File: config.mk
export PLATFORM = sky130hd
export DESIGN_NAME = fpga_io_conditioner
export DESIGN_NICKNAME = d
export VERILOG_FILES = /design/src/rtl/fpga_io_pkg.sv /design/src/rtl/fpga_io_conditioner_debounce.sv /design/src/rtl/fpga_io_conditioner.sv
export SDC_FILE = /design/constraint.sdc
export NUM_CORES = 1
export LEC_CHECK = 0
export CAP_MARGIN = 40
export CORE_ASPECT_RATIO = 1.25
export CORE_UTILIZATION = 31
export CTS_CLUSTER_SIZE = 40
export DETAILED_ROUTE_END_ITERATION = 10
export GPL_TIMING_DRIVEN = 0
export PLACE_DENSITY = 0.45
export SYNTH_ARGS = -nofsm -noshare
export SYNTH_HDL_FRONTEND = slang
export SYNTH_SLANG_ARGS = --single-unit
File: constraint.sdc
create_clock -name clk_i -period 2.4 [get_ports clk_i]
set_clock_uncertainty 0.1 [all_clocks]
set_input_delay 0.48 -clock clk_i [delete_from_list [all_inputs] [get_ports clk_i]]
set_output_delay 0.48 -clock clk_i [all_outputs]
set_load 0.01 [all_outputs]
File: src/rtl/fpga_io_pkg.sv
// Shared types and sizing helpers for the board-side I/O conditioner.
package fpga_io_pkg;

  localparam int unsigned LOCK_CNT_W = 8;

  typedef enum logic [1:0] {
    HOLD,
    COUNT,
    RUN
  } rst_state_e;

  // Bits needed for a counter that must be able to hold max_val.
  function automatic int unsigned cnt_width(input int unsigned max_val);
    return (max_val < 1) ? 1 : $clog2(max_val + 1);
  endfunction

endpackage

File: src/rtl/fpga_io_conditioner_debounce.sv
// Single-channel synchroniser + debouncer with registered level and edge pulses.
module io_debounce
  import fpga_io_pkg::*;
#(
  parameter int unsigned SYNC_STAGES  = 2,
  parameter int unsigned DEBOUNCE_CYC = 1000,
  parameter logic        RST_VAL      = 1'b0
) (
  input  logic clk_i,
  input  logic rst_n_i,
  input  logic ch_i,
  output logic ch_o,
  output logic rise_o,
  output logic fall_o
);

  localparam int unsigned       CNT_W    = cnt_width(DEBOUNCE_CYC);
  localparam logic [CNT_W-1:0]  CNT_LAST = CNT_W'(DEBOUNCE_CYC - 1);

  logic [SYNC_STAGES-1:0] sync_q;
  logic [CNT_W-1:0]       cnt_q;
  logic                   s;

  assign s = sync_q[SYNC_STAGES-1];

  always_ff @(posedge clk_i or negedge rst_n_i) begin
    if (!rst_n_i) begin
      sync_q <= {SYNC_STAGES{RST_VAL}};
      cnt_q  <= '0;
      ch_o   <= RST_VAL;
      rise_o <= 1'b0;
      fall_o <= 1'b0;
    end else begin
      sync_q <= {sync_q[SYNC_STAGES-2:0], ch_i};
      rise_o <= 1'b0;
      fall_o <= 1'b0;
      if (s == ch_o) begin
        cnt_q <= '0;
      end else if (cnt_q == CNT_LAST) begin
        ch_o   <= s;
        cnt_q  <= '0;
        rise_o <= s;
        fall_o <= ~s;
      end else begin
        cnt_q <= cnt_q + 1'b1;
      end
    end
  end

endmodule

File: src/rtl/fpga_io_conditioner.sv
// Reset sequencer (lock-qualified SoC reset) plus NUM_CH debounced board inputs.
module fpga_io_conditioner
  import fpga_io_pkg::*;
#(
  parameter int unsigned       NUM_CH       = 3,
  parameter int unsigned       SYNC_STAGES  = 2,
  parameter int unsigned       DEBOUNCE_CYC = 1000,
  parameter int unsigned       RST_HOLD_CYC = 16,
  parameter logic [NUM_CH-1:0] CH_RST_VAL   = '0
) (
  input  logic                  clk_i,
  input  logic                  rst_n_i,
  input  logic                  pll_locked_i,
  input  logic [NUM_CH-1:0]     ch_i,
  output logic [NUM_CH-1:0]     ch_o,
  output logic [NUM_CH-1:0]     rise_o,
  output logic [NUM_CH-1:0]     fall_o,
  output logic                  sys_rst_n_o,
  output logic [LOCK_CNT_W-1:0] lock_loss_cnt_o
);

  localparam int unsigned          HOLD_W    = cnt_width(RST_HOLD_CYC);
  localparam logic [HOLD_W-1:0]    HOLD_LAST = HOLD_W'(RST_HOLD_CYC - 1);

  logic [1:0]             rst_sync_q;
  logic                   rst_n;
  logic [SYNC_STAGES-1:0] lock_sync_q;
  logic                   lock_s;
  rst_state_e             state_q, state_d;
  logic [HOLD_W-1:0]      hold_cnt_q, hold_cnt_d;
  logic                   lock_lost;

  // Asynchronous assert, clk-synchronous release for everything below.
  always_ff @(posedge clk_i or negedge rst_n_i) begin
    if (!rst_n_i) rst_sync_q <= '0;
    else          rst_sync_q <= {rst_sync_q[0], 1'b1};
  end
  assign rst_n = rst_sync_q[1];

  always_ff @(posedge clk_i or negedge rst_n) begin
    if (!rst_n) lock_sync_q <= '0;
    else        lock_sync_q <= {lock_sync_q[SYNC_STAGES-2:0], pll_locked_i};
  end
  assign lock_s = lock_sync_q[SYNC_STAGES-1];

  always_comb begin
    state_d    = state_q;
    hold_cnt_d = hold_cnt_q;
    lock_lost  = 1'b0;
    case (state_q)
      HOLD: begin
        hold_cnt_d = '0;
        if (lock_s) state_d = COUNT;
      end
      COUNT: begin
        if (!lock_s) begin
          state_d    = HOLD;
          hold_cnt_d = '0;
        end else if (hold_cnt_q == HOLD_LAST) begin
          state_d    = RUN;
          hold_cnt_d = '0;
        end else begin
          hold_cnt_d = hold_cnt_q + 1'b1;
        end
      end
      RUN: begin
        if (!lock_s) begin
          state_d   = HOLD;
          lock_lost = 1'b1;
        end
      end
      default: state_d = HOLD;
    endcase
  end

  // sys_rst_n_o registers the next state so it tracks RUN entry/exit on the same edge.
  always_ff @(posedge clk_i or negedge rst_n) begin
    if (!rst_n) begin
      state_q         <= HOLD;
      hold_cnt_q      <= '0;
      sys_rst_n_o     <= 1'b0;
      lock_loss_cnt_o <= '0;
    end else begin
      state_q     <= state_d;
      hold_cnt_q  <= hold_cnt_d;
      sys_rst_n_o <= (state_d == RUN);
      if (lock_lost && (lock_loss_cnt_o != '1))
        lock_loss_cnt_o <= lock_loss_cnt_o + 1'b1;
    end
  end

  for (genvar g = 0; g < NUM_CH; g++) begin : g_ch
    io_debounce #(
      .SYNC_STAGES  (SYNC_STAGES),
      .DEBOUNCE_CYC (DEBOUNCE_CYC),
      .RST_VAL      (CH_RST_VAL[g])
    ) u_debounce (
      .clk_i   (clk_i),
      .rst_n_i (rst_n),
      .ch_i    (ch_i[g]),
      .ch_o    (ch_o[g]),
      .rise_o  (rise_o[g]),
      .fall_o  (fall_o[g])
    );
  end

endmodule

==> impl_metrics.env, run 1 <==
export IMPL_status="complete, no violations"
export IMPL_vias=1699
export IMPL_avgSynthCellArea_um2=11.1
export IMPL_grt_pass1_vias=1746
export IMPL_path_buf_inv=2
export IMPL_grt_overflow=0
export IMPL_grt_antenna_before_repair=0
export IMPL_drt_iter0_markers=53
export IMPL_grt_max_degree=62
export IMPL_drc_errors=0
export IMPL_track_usage_pct=11.4
export IMPL_place_congestion=0.719
export IMPL_timing_hold_ws_ps=12.4
export IMPL_required_ps=1820
export IMPL_path_class="reg2out"
export IMPL_rrSetupSlack_ps=640
export IMPL_power_density_mw_per_mm2=632
export IMPL_hold_viol_final=0
export IMPL_cts_max_level=3
export IMPL_finalSetupViolCount=0
export IMPL_rsz0062_at_grt="no"
export IMPL_drv_cap=0
export IMPL_drt_pre_antenna_iters=4
export IMPL_cts_buffer_depth=2
export IMPL_cts_resized_gates=0
export IMPL_clkSinkCount=65
export IMPL_nets=296
export IMPL_die_area_mm2=0.00937
export IMPL_synth_nets=261
export IMPL_worstSkewPairLatency_ps=340
export IMPL_wl_per_cell_um=10.8
export IMPL_p_leak_nw=1.47
export IMPL_cts_tree="yes"
export IMPL_grt_pass1_wl_um=7950
export IMPL_die_width_um=86.8
export IMPL_crit_start="g_ch[1].u_debounce.ch_o$_DFFE_PN0P_"
export IMPL_cp_start_kind="flip-flop"
export IMPL_viasPerCell=4.15
export IMPL_die_h_um=108
export IMPL_utilization_pct=39.0
export IMPL_path_clk_slew_ps=70
export IMPL_dp_hpwl_um=2910
export IMPL_cts_hold_buffers=0
export IMPL_critPathCaptureType="output pin"
export IMPL_io_pins=24
export IMPL_crit_cells=2
export IMPL_rr_worst_depth=4
export IMPL_detail_route_antenna_nets=0
export IMPL_synth_top_area_share_pct=58.4
export IMPL_worstHoldPathType="reg2async"
export IMPL_finalCriticalPeriod_ps=2000
export IMPL_ys_warn_count=0
export IMPL_start_util_pct=32.0
export IMPL_synth_top_cell_by_area="dfrtp_1"
export IMPL_worstPathArrival_ps=1420
export IMPL_port_buffers=23
export IMPL_report_final_slew_viol_count=0
export IMPL_core_area_mm2=0.00870
export IMPL_cp_cell_sequence="buf_4 -> clkdlybuf4s50_1"
export IMPL_synthTopCellsByArea="dfrtp_1, xnor2_1, nor2_1"
export IMPL_wl_um=4430
export IMPL_r2r_end="g_ch[1].u_debounce.ch_o$_DFFE_PN0P_"
export IMPL_setup_ws_ps=398
export IMPL_row_count=38
export IMPL_numCtsBuffers=9
export IMPL_crit_fanout=5
export IMPL_preCtsSetupSlack_ps=652
export IMPL_fin_crit_sh_pct=83.4
export IMPL_synth_ff_latch_count=65
export IMPL_critPathSlowestCell="clkdlybuf4s50_1"
export IMPL_irDropWorstVdd_uv=316
export IMPL_synthCells=250
export IMPL_yosysSeqAreaShare_pct=58.4
export IMPL_endpoint="ch_o[1]"
export IMPL_syn_to_final_growth_pct=21.8
export IMPL_root_buffer="clkbuf_8"
export IMPL_critPathTopFamily="buffers and inverters"
export IMPL_fmax_mhz=500
export IMPL_drive_above_1_share_pct=12.8
export IMPL_critPathMaxStageDelay_ps=520
export IMPL_postCtsSetupBuffers=0
export IMPL_diodes=0
export IMPL_r2r_start="g_ch[1].u_debounce.cnt_q[0]$_DFF_PN0_"
export IMPL_synth_area_mm2=0.00279
export IMPL_synth_distinct_cells=32
==> worst min-delay path by stage <==
| stage | endpoint | slack (ps) | cells past startpoint |
|---|---|---|---|
| 2_1_floorplan | rst_sync_q[0]$_DFF_PN0_ | 80 | 0 |
| 3_3_place_gp | lock_sync_q[1]$_DFF_PN0_ | 230 | 0 |
| 3_5_place_dp | g_ch[1].u_debounce.cnt_q[5]$_DFF_PN0_ | 9 | 0 |
| 4_1_cts | g_ch[1].u_debounce.cnt_q[5]$_DFF_PN0_ | 20 | 0 |
| 5_1_grt | g_ch[1].u_debounce.cnt_q[5]$_DFF_PN0_ | 20 | 0 |
| 6_report | g_ch[1].u_debounce.cnt_q[5]$_DFF_PN0_ | 10 | 0 |
==> worst register-to-register path, stage by stage (launching register included) <==
cell	delay [ps]
dfrtp_1	380
ha_1	210
nand2_1	110
or4_4	530
mux2_4	310
==> routing by layer <==
layer  track usage (%)  up-vias  routed length [µm]
met5                 0        -                   0
met4              6.43        0                 110
met3              4.20       10                 181
met2              17.0       25                1980
met1              14.1      777                2150
li1                  -      887                   -
==> cell usage in the layout (no fill, tap or decap), types with 2 or more instances in the layout <==
cell type	n
dfrtp_1	64
nor2_1	34
xnor2_1	23
clkdlybuf4s50_1	23
nand2_1	22
nand3_1	12
nor3_1	12
buf_4	11
clkbuf_8	11
xor2_1	10
nand2b_1	6
nor3b_1	6
nand4_1	5
inv_1	5
o21ai_0	5
ha_1	5
a21oi_1	3
or4_4	3
nor2b_1	3
o21a_1	3
mux2_4	3
or3_1	2
clkbuf_1	2
==> cell families (layout without fill, tap and decap cells) <==
kind of cell	count (synthesis)	after routing	share of synthesized area, %
other	1	1	0.135
buffers and inverters	17	56	3.82
AO/OA/AOI/OAI	14	14	3.14
AND/OR/NAND/NOR	112	112	20.3
XOR/XNOR	33	33	10.4
flip-flops	65	65	58.4
adder cells (fa/ha/maj)	5	5	2.25
multiplexers	3	3	1.62
==> power by group <==
part / internal, mW / switching (mW) / leakage (nW) / total, mW
logic: 0.0325 / 0.0432 / 0.501 / 0.0756
registers: 1.12 / 0.0194 / 0.873 / 1.14
clock network: 0.532 / 0.399 / 0.0957 / 0.931
==> registers in the layout, summed over array words and instances, names as in the netlist <==
name / cells
g_ch.u_debounce.fall_o: 3
lock_loss_cnt_o: 8
state_q: 2
g_ch.u_debounce.rise_o: 3
rst_sync_q: 2
sys_rst_n_o: 1
g_ch.u_debounce.ch_o: 3
lock_sync_q: 2
g_ch.u_debounce.cnt_q: 30
hold_cnt_q: 5
g_ch.u_debounce.sync_q: 6
==> synthesized netlist by cell type <==
library cell  count
dfrtp_1          65
nor2_1           34
xnor2_1          23
nand2_1          22
nand3_1          12
nor3_1           12
buf_4            11
xor2_1           10
nand2b_1          6
nor3b_1           6
ha_1              5
inv_1             5
nand4_1           5
o21ai_0           5
a21oi_1           3
mux2_4            3
nor2b_1           3
o21a_1            3
or4_4             3
or3_1             2
a21o_1            1
a22o_1            1
and2_1            1
and3_2            1
and3b_1           1
buf_2             1
conb_1            1
nor3b_2           1
nor4_1            1
nor4b_1           1
o21ai_2           1
or2_2             1
==> cell type report <==
| type | instances | area [µm²] |
|---|---|---|
| buffer | 12 | 87.6 |
| clock buffer | 13 | 159 |
| clock inverter | 2 | 37.5 |
| fill | 864 | 5310 |
| inverter | 5 | 18.8 |
| multi-input combinational | 168 | 1050 |
| sequential | 65 | 1630 |
| tap | 120 | 150 |
| timing repair buffer | 24 | 258 |
==> per-stage QoR <==
stage | area [µm²] | setup TNS (ps) | instances | power [mW]
6_report | 3390 | 0 | 409 | 2.15
5_1_grt | 3390 | 0 | 409 | 2.26
4_1_cts | 3390 | 0 | 409 | 2.20
3_5_place_dp | 3200 | 0 | 394 | 1.24
3_3_place_gp | 3170 | -32770 | 393 | 1.23
2_1_floorplan | 2790 | 0 | 250 | 1.20
No activity file was read; power rests on OpenSTA's default activity.
==> run 2, diff against run 1 <==
--- a/config.mk
+++ b/config.mk
@@ -11,7 +11,7 @@
 export CTS_CLUSTER_SIZE = 40
 export DETAILED_ROUTE_END_ITERATION = 10
 export GPL_TIMING_DRIVEN = 0
-export PLACE_DENSITY = 0.45
+export PLACE_DENSITY = 0.47
 export SYNTH_ARGS = -nofsm -noshare
 export SYNTH_HDL_FRONTEND = slang
 export SYNTH_SLANG_ARGS = --single-unit
==> constraint.sdc (replaced) <==
create_clock -name clk_i -period 1.67 [get_ports clk_i]
set_clock_uncertainty 0.1 [all_clocks]
set_input_delay 0.334 -clock clk_i [delete_from_list [all_inputs] [get_ports clk_i]]
set_output_delay 0.334 -clock clk_i [all_outputs]
set_load 0.01 [all_outputs]
==> run 2 against run 1 <==
- cell count is 6.6% higher
- sequential cell count stayed put
- critical path depth is 1 higher
- design area is 6.9% higher
- non-clock buffer count is 26 higher
==> impl_metrics.env, run 2 (synthesis results as in run 1) <==
export IMPL_largest_register="g_ch.u_debounce.cnt_q"
export IMPL_final_instance_count_excl_fill=436
export IMPL_combPwrFrac_pct=3.1
export IMPL_power_switching_mw=0.664
export IMPL_wl_um=4870
export IMPL_worstHoldPathType="in2async"
export IMPL_drv_cap=0
export IMPL_status="complete, no violations"
export IMPL_cts_max_level=3
export IMPL_irDropWorstVdd_uv=378
export IMPL_path_buf_inv=0
export IMPL_drt_iter0_markers=76
export IMPL_grt_pass1_wl_um=8350
export IMPL_final_common_cell="dfrtp_1"
export IMPL_critPathCaptureType="flip-flop"
export IMPL_grt_pass1_vias=1844
export IMPL_worstPathArrival_ps=1770
export IMPL_gr_usage_met1_pct=15.1
export IMPL_most_common_layout_cells="dfrtp_1, buf_4, nor2_1, xnor2_1, nand2_1"
export IMPL_fmax_mhz=607
export IMPL_core_area_mm2=0.00870
export IMPL_drc_errors=0
export IMPL_nets=322
export IMPL_track_usage_pct=11.7
export IMPL_finalSetupViolCount=0
export IMPL_placed_cells=393
export IMPL_top_regs="g_ch.u_debounce.cnt_q (30), lock_loss_cnt_o (8), g_ch.u_debounce.sync_q (6)"
export IMPL_critPathTopFamily="simple AND/OR/NAND/NOR gates"
export IMPL_cts_tree="yes"
export IMPL_report_final_slew_viol_count=0
export IMPL_largest_register_ffs=30
export IMPL_critPathSlowestCell="or4_4"
export IMPL_grtUsageMet3_pct=2.82
export IMPL_hold_viol_final=0
export IMPL_clkSinkCount=65
export IMPL_cts_hold_buffers=0
export IMPL_viasPerCell=4.32
export IMPL_path_class="reg2reg"
export IMPL_p_leak_nw=1.71
export IMPL_place_congestion=0.713
export IMPL_cp_start_kind="flip-flop"
export IMPL_die_width_um=86.8
export IMPL_finalCriticalPeriod_ps=1650
export IMPL_start_util_pct=32.0
export IMPL_grt_overflow=0
export IMPL_critPathMaxStageDelay_ps=590
export IMPL_rsz0062_at_grt="yes"
export IMPL_wl_per_cell_um=11.2
export IMPL_busiest_layer="met2"
export IMPL_drive_above_1_share_pct=23.4
export IMPL_syn_to_final_growth_pct=30.2
export IMPL_fin_crit_sh_pct=98.7
export IMPL_sequentialPowerShare_pct=54.5
export IMPL_port_buffers=23
export IMPL_p_clk_share_pct=42.4
export IMPL_use_met2_pct=17.4
export IMPL_cp_cell_sequence="nand4_1 -> or4_4 -> mux2_4"
export IMPL_slew_limit_headroom_pct=45.5
export IMPL_nFillCells=855
export IMPL_required_ps=1800
export IMPL_root_buffer="clkbuf_8"
export IMPL_die_h_um=108
export IMPL_switching_share_pct=21.7
export IMPL_setup_ws_ps=22.5
export IMPL_numCtsBuffers=9
export IMPL_utilization_pct=41.7
export IMPL_power_density_mw_per_mm2=842
export IMPL_diodes=0
export IMPL_worstSkewPairLatency_ps=340
export IMPL_detail_route_antenna_nets=0
export IMPL_cts_buffer_depth=2
export IMPL_row_count=38
export IMPL_path_clk_slew_ps=70
export IMPL_grt_max_degree=64
export IMPL_preCtsSetupSlack_ps=-80.9
export IMPL_vias=1882
export IMPL_internal_power_mw=2.39
export IMPL_io_pins=24
export IMPL_die_area_mm2=0.00937
export IMPL_dp_hpwl_um=2950
export IMPL_drt_pre_antenna_iters=4
export IMPL_worst_pin_slew_ps=818
export IMPL_crit_fanout=4
export IMPL_grt_antenna_before_repair=0
## run 2: cell count changes in the layout (fill, tap and decap cells not counted), sizes merged
cell	previous run	this run
buf	13	40
clkdlybuf4s50	23	6
dlygate4sd2	0	16
clkinv	0	2
clkinvlp	1	0
## run 2: metal layers
layer	routed length (µm)	part of all wire, %
met1	2300	47
met2	2270	46
met3	163	3.3
met4	141	2.9
met5	0	0
## run 2: repair_timing
item / 4_1_cts / 5_1_grt
endpoints found under the setup margin: 45 / 26
hold endpoints to repair: 0 / 0
gates cloned: 0 / 0
pin swaps: 3 / 3
setup buffers: 11 / 16
gates resized for setup: 24 / 13
## run 2: final timing paths
kind                                                        from  slack (ps)  cells after the start                                   to
max                        g_ch[1].u_debounce.cnt_q[6]$_DFF_PN0_          20                      3  g_ch[1].u_debounce.ch_o$_DFFE_PN0P_
min                                                      rst_n_i          50                      1              rst_sync_q[1]$_DFF_PN0_
max reg2reg                g_ch[1].u_debounce.cnt_q[6]$_DFF_PN0_          20                      3  g_ch[1].u_debounce.ch_o$_DFFE_PN0P_
min reg2reg                             lock_sync_q[0]$_DFF_PN0_         250                      0             lock_sync_q[1]$_DFF_PN0_
max in group asynchronous                rst_sync_q[1]$_DFF_PN0_         600                      0  g_ch[1].u_debounce.fall_o$_DFF_PN0_
min in group clk_i                      lock_sync_q[0]$_DFF_PN0_         250                      0             lock_sync_q[1]$_DFF_PN0_
## run 2: cell type report
cell class                 instances  area (µm²)  share of cell area [%]
buffer                            12         101                    2.79
clock buffer                      13         149                    4.10
clock inverter                     3        40.0                    1.10
inverter                           5        18.8                   0.517
multi-input combinational        168        1130                    31.1
sequential                        65        1630                    44.9
tap                              120         150                    4.14
timing repair buffer              50         410                    11.3
## run 2: power groups by stage
stage	clock, mW	combinational [mW]	sequential [mW]
after floorplan	0	0.0523	1.68
after detailed placement	0	0.0751	1.69
after global routing	1.42	0.107	1.68
final	1.29	0.0943	1.67
after global placement	0	0.0749	1.69
after CTS	1.35	0.0801	1.66
## run 2: metrics by stage
stage / total power [mW] / instance area [µm²] / setup TNS [ps] / hold slack, ps
after floorplan: 1.73 / 2790 / 0 / -61.6
after global placement: 1.77 / 3170 / -1600 / 234
after detailed placement: 1.77 / 3170 / -1690 / 236
after CTS: 3.10 / 3450 / 0 / 36.0
after global routing: 3.20 / 3630 / -64.5 / 31.8
final: 3.06 / 3630 / 0 / 53.4
==> run 3, diff against run 2 <==
--- a/config.mk
+++ b/config.mk
@@ -7,11 +7,11 @@
 export LEC_CHECK = 0
 export CAP_MARGIN = 40
 export CORE_ASPECT_RATIO = 1.25
-export CORE_UTILIZATION = 31
+export CORE_UTILIZATION = 50
 export CTS_CLUSTER_SIZE = 40
 export DETAILED_ROUTE_END_ITERATION = 10
 export GPL_TIMING_DRIVEN = 0
-export PLACE_DENSITY = 0.47
+export PLACE_DENSITY = 0.68
 export SYNTH_ARGS = -nofsm -noshare
 export SYNTH_HDL_FRONTEND = slang
 export SYNTH_SLANG_ARGS = --single-unit
==> constraint.sdc (replaced) <==
create_clock -name clk_i -period 2.1 [get_ports clk_i]
set_clock_uncertainty 0.1 [all_clocks]
set_input_delay 0.42 -clock clk_i [delete_from_list [all_inputs] [get_ports clk_i]]
set_output_delay 0.42 -clock clk_i [all_outputs]
set_load 0.01 [all_outputs]
==> run 3 against run 2 <==
- clock power shrank 22%
- design area shrank 8.9%
- count of clock-buffer cells in the layout shrank 1
- global-route usage grew 5.8 points
- die area shrank 37%
- combinational power shrank 21%
- worst setup slack gained 140 ps
- non-clock buffer count shrank 26
- utilization grew 19 points
- register-to-register slack gained 350 ps
==> impl_metrics.env, run 3 (synthesis results as in run 1) <==
export IMPL_status="complete, no violations"
export IMPL_clkSinkCount=65
export IMPL_cts_resized_gates=0
export IMPL_top_regs="g_ch.u_debounce.cnt_q (30), lock_loss_cnt_o (8), g_ch.u_debounce.sync_q (6)"
export IMPL_rsz0062_at_grt="no"
export IMPL_drc_errors=0
export IMPL_row_count=30
export IMPL_wl_per_cell_um=11.9
export IMPL_die_area_mm2=0.00588
export IMPL_root_buffer="clkbuf_8"
export IMPL_hold_viol_final=0
export IMPL_vias=1809
export IMPL_die_h_um=85.5
export IMPL_placed_area_mm2=0.00312
export IMPL_postCtsSetupBuffers=0
export IMPL_worstHoldPathType="in2async"
export IMPL_busiest_layer="met2"
export IMPL_irDropWorstVdd_uv=447
export IMPL_critPathCaptureType="output pin"
export IMPL_fin_area_mm2=0.00331
export IMPL_grt_pass1_wl_um=7490
export IMPL_r2r_start="g_ch[0].u_debounce.cnt_q[0]$_DFF_PN0_"
export IMPL_slew_limit_headroom_pct=60.7
export IMPL_fmax_mhz=516
export IMPL_rr_worst_depth=5
export IMPL_largest_register_ffs=30
export IMPL_start_util_pct=51.6
export IMPL_path_clk_slew_ps=70
export IMPL_numCtsBuffers=9
export IMPL_drt_iter0_markers=45
export IMPL_cts_tree="yes"
export IMPL_rrSetupSlack_ps=370
export IMPL_gr_usage_met1_pct=21.7
export IMPL_use_met2_pct=26.7
export IMPL_diodes=0
export IMPL_cts_hold_buffers=0
export IMPL_final_common_cell="dfrtp_1"
export IMPL_port_buffers=23
export IMPL_die_width_um=68.8
export IMPL_utilization_pct=61.2
export IMPL_grtUsageMet3_pct=4.57
export IMPL_fin_crit_sh_pct=92.3
export IMPL_finalSetupViolCount=0
export IMPL_core_area_mm2=0.00541
export IMPL_syn_to_final_growth_pct=18.6
export IMPL_largest_register="g_ch.u_debounce.cnt_q"
export IMPL_finalCriticalPeriod_ps=1940
export IMPL_most_common_layout_cells="dfrtp_1, nor2_1, xnor2_1, clkdlybuf4s50_1, nand2_1"
export IMPL_cts_max_level=3
export IMPL_crit_fanout=5
export IMPL_track_usage_pct=17.5
export IMPL_grt_max_degree=39
export IMPL_cp_start_kind="flip-flop"
export IMPL_viasPerCell=5.12
export IMPL_grt_overflow=0
export IMPL_p_leak_nw=1.46
export IMPL_path_class="reg2out"
export IMPL_drt_pre_antenna_iters=4
export IMPL_power_density_mw_per_mm2=723
export IMPL_r2r_end="g_ch[0].u_debounce.cnt_q[6]$_DFF_PN0_"
export IMPL_dp_hpwl_um=2940
export IMPL_grt_antenna_before_repair=0
export IMPL_place_congestion=0.757
export IMPL_detail_route_antenna_nets=0
export IMPL_io_pins=24
export IMPL_cts_buffer_depth=2
export IMPL_required_ps=1580
export IMPL_report_final_slew_viol_count=0
export IMPL_worstSkewPairLatency_ps=330
export IMPL_drive_above_1_share_pct=12.8
export IMPL_worstPathArrival_ps=1420
export IMPL_worst_pin_slew_ps=590
export IMPL_wl_um=4210
export IMPL_grt_pass1_vias=1765
export IMPL_drv_cap=0
export IMPL_nets=296
-- run 3: cell type report --
cell class                 count  area, µm²
fill                         479       2100
sequential                    65       1630
multi-input combinational    168       1050
timing repair buffer          24        250
clock buffer                  12        145
buffer                        12       87.6
tap                           64       80.1
clock inverter                 3       42.5
inverter                       5       18.8
-- run 3: through the flow --
step | cells | setup WS, ps | hold WS [ps] | setup TNS [ps] | total power, mW
after floorplan | 250 | 56.1 | 24.4 | 0 | 1.38
after global placement | 337 | -619 | 233 | -38780 | 1.40
after detailed placement | 338 | 349 | 197 | 0 | 1.41
after CTS | 353 | 159 | 140 | 0 | 2.42
after global routing | 353 | 102 | 133 | 0 | 2.48
final | 353 | 163 | 150 | 0 | 2.39
-- run 3: how the worst max path moves through the flow --
stage                                                        end                                  start  cells after the start  slack (ps)
final                                                    ch_o[2]    g_ch[2].u_debounce.ch_o$_DFFE_PN0P_                      2         160
after global routing                                     ch_o[2]    g_ch[2].u_debounce.ch_o$_DFFE_PN0P_                      2         100
after CTS                                                ch_o[2]    g_ch[2].u_debounce.ch_o$_DFFE_PN0P_                      2         160
after detailed placement   g_ch[0].u_debounce.cnt_q[3]$_DFF_PN0_  g_ch[0].u_debounce.cnt_q[0]$_DFF_PN0_                      5         350
after global placement    g_ch[1].u_debounce.sync_q[0]$_DFF_PN0_                rst_sync_q[1]$_DFF_PN0_                      0        -620
after floorplan              g_ch[0].u_debounce.ch_o$_DFFE_PN0P_                rst_sync_q[1]$_DFF_PN0_                      0          60
-- run 3: worst max-delay path, stage by stage, from the launching register on --
cell and delay [ps]:
dfrtp_1 440, buf_4 140, clkdlybuf4s50_1 520
-- run 3: report_power, final --
group / total (mW) / internal [mW] / leakage [nW] / switching [mW]
Combinational: 0.0746 / 0.0353 / 0.498 / 0.0393
Sequential: 1.31 / 1.28 / 0.873 / 0.0299
Clock: 1.01 / 0.573 / 0.0925 / 0.435
Total: 2.39 / 1.89 / 1.46 / 0.504
-- run 3: routing by layer --
layer	part of all wire, %	wire length, µm
met5	0	0
met4	2.9	122
met3	3.9	162
met2	49	2070
met1	44	1850
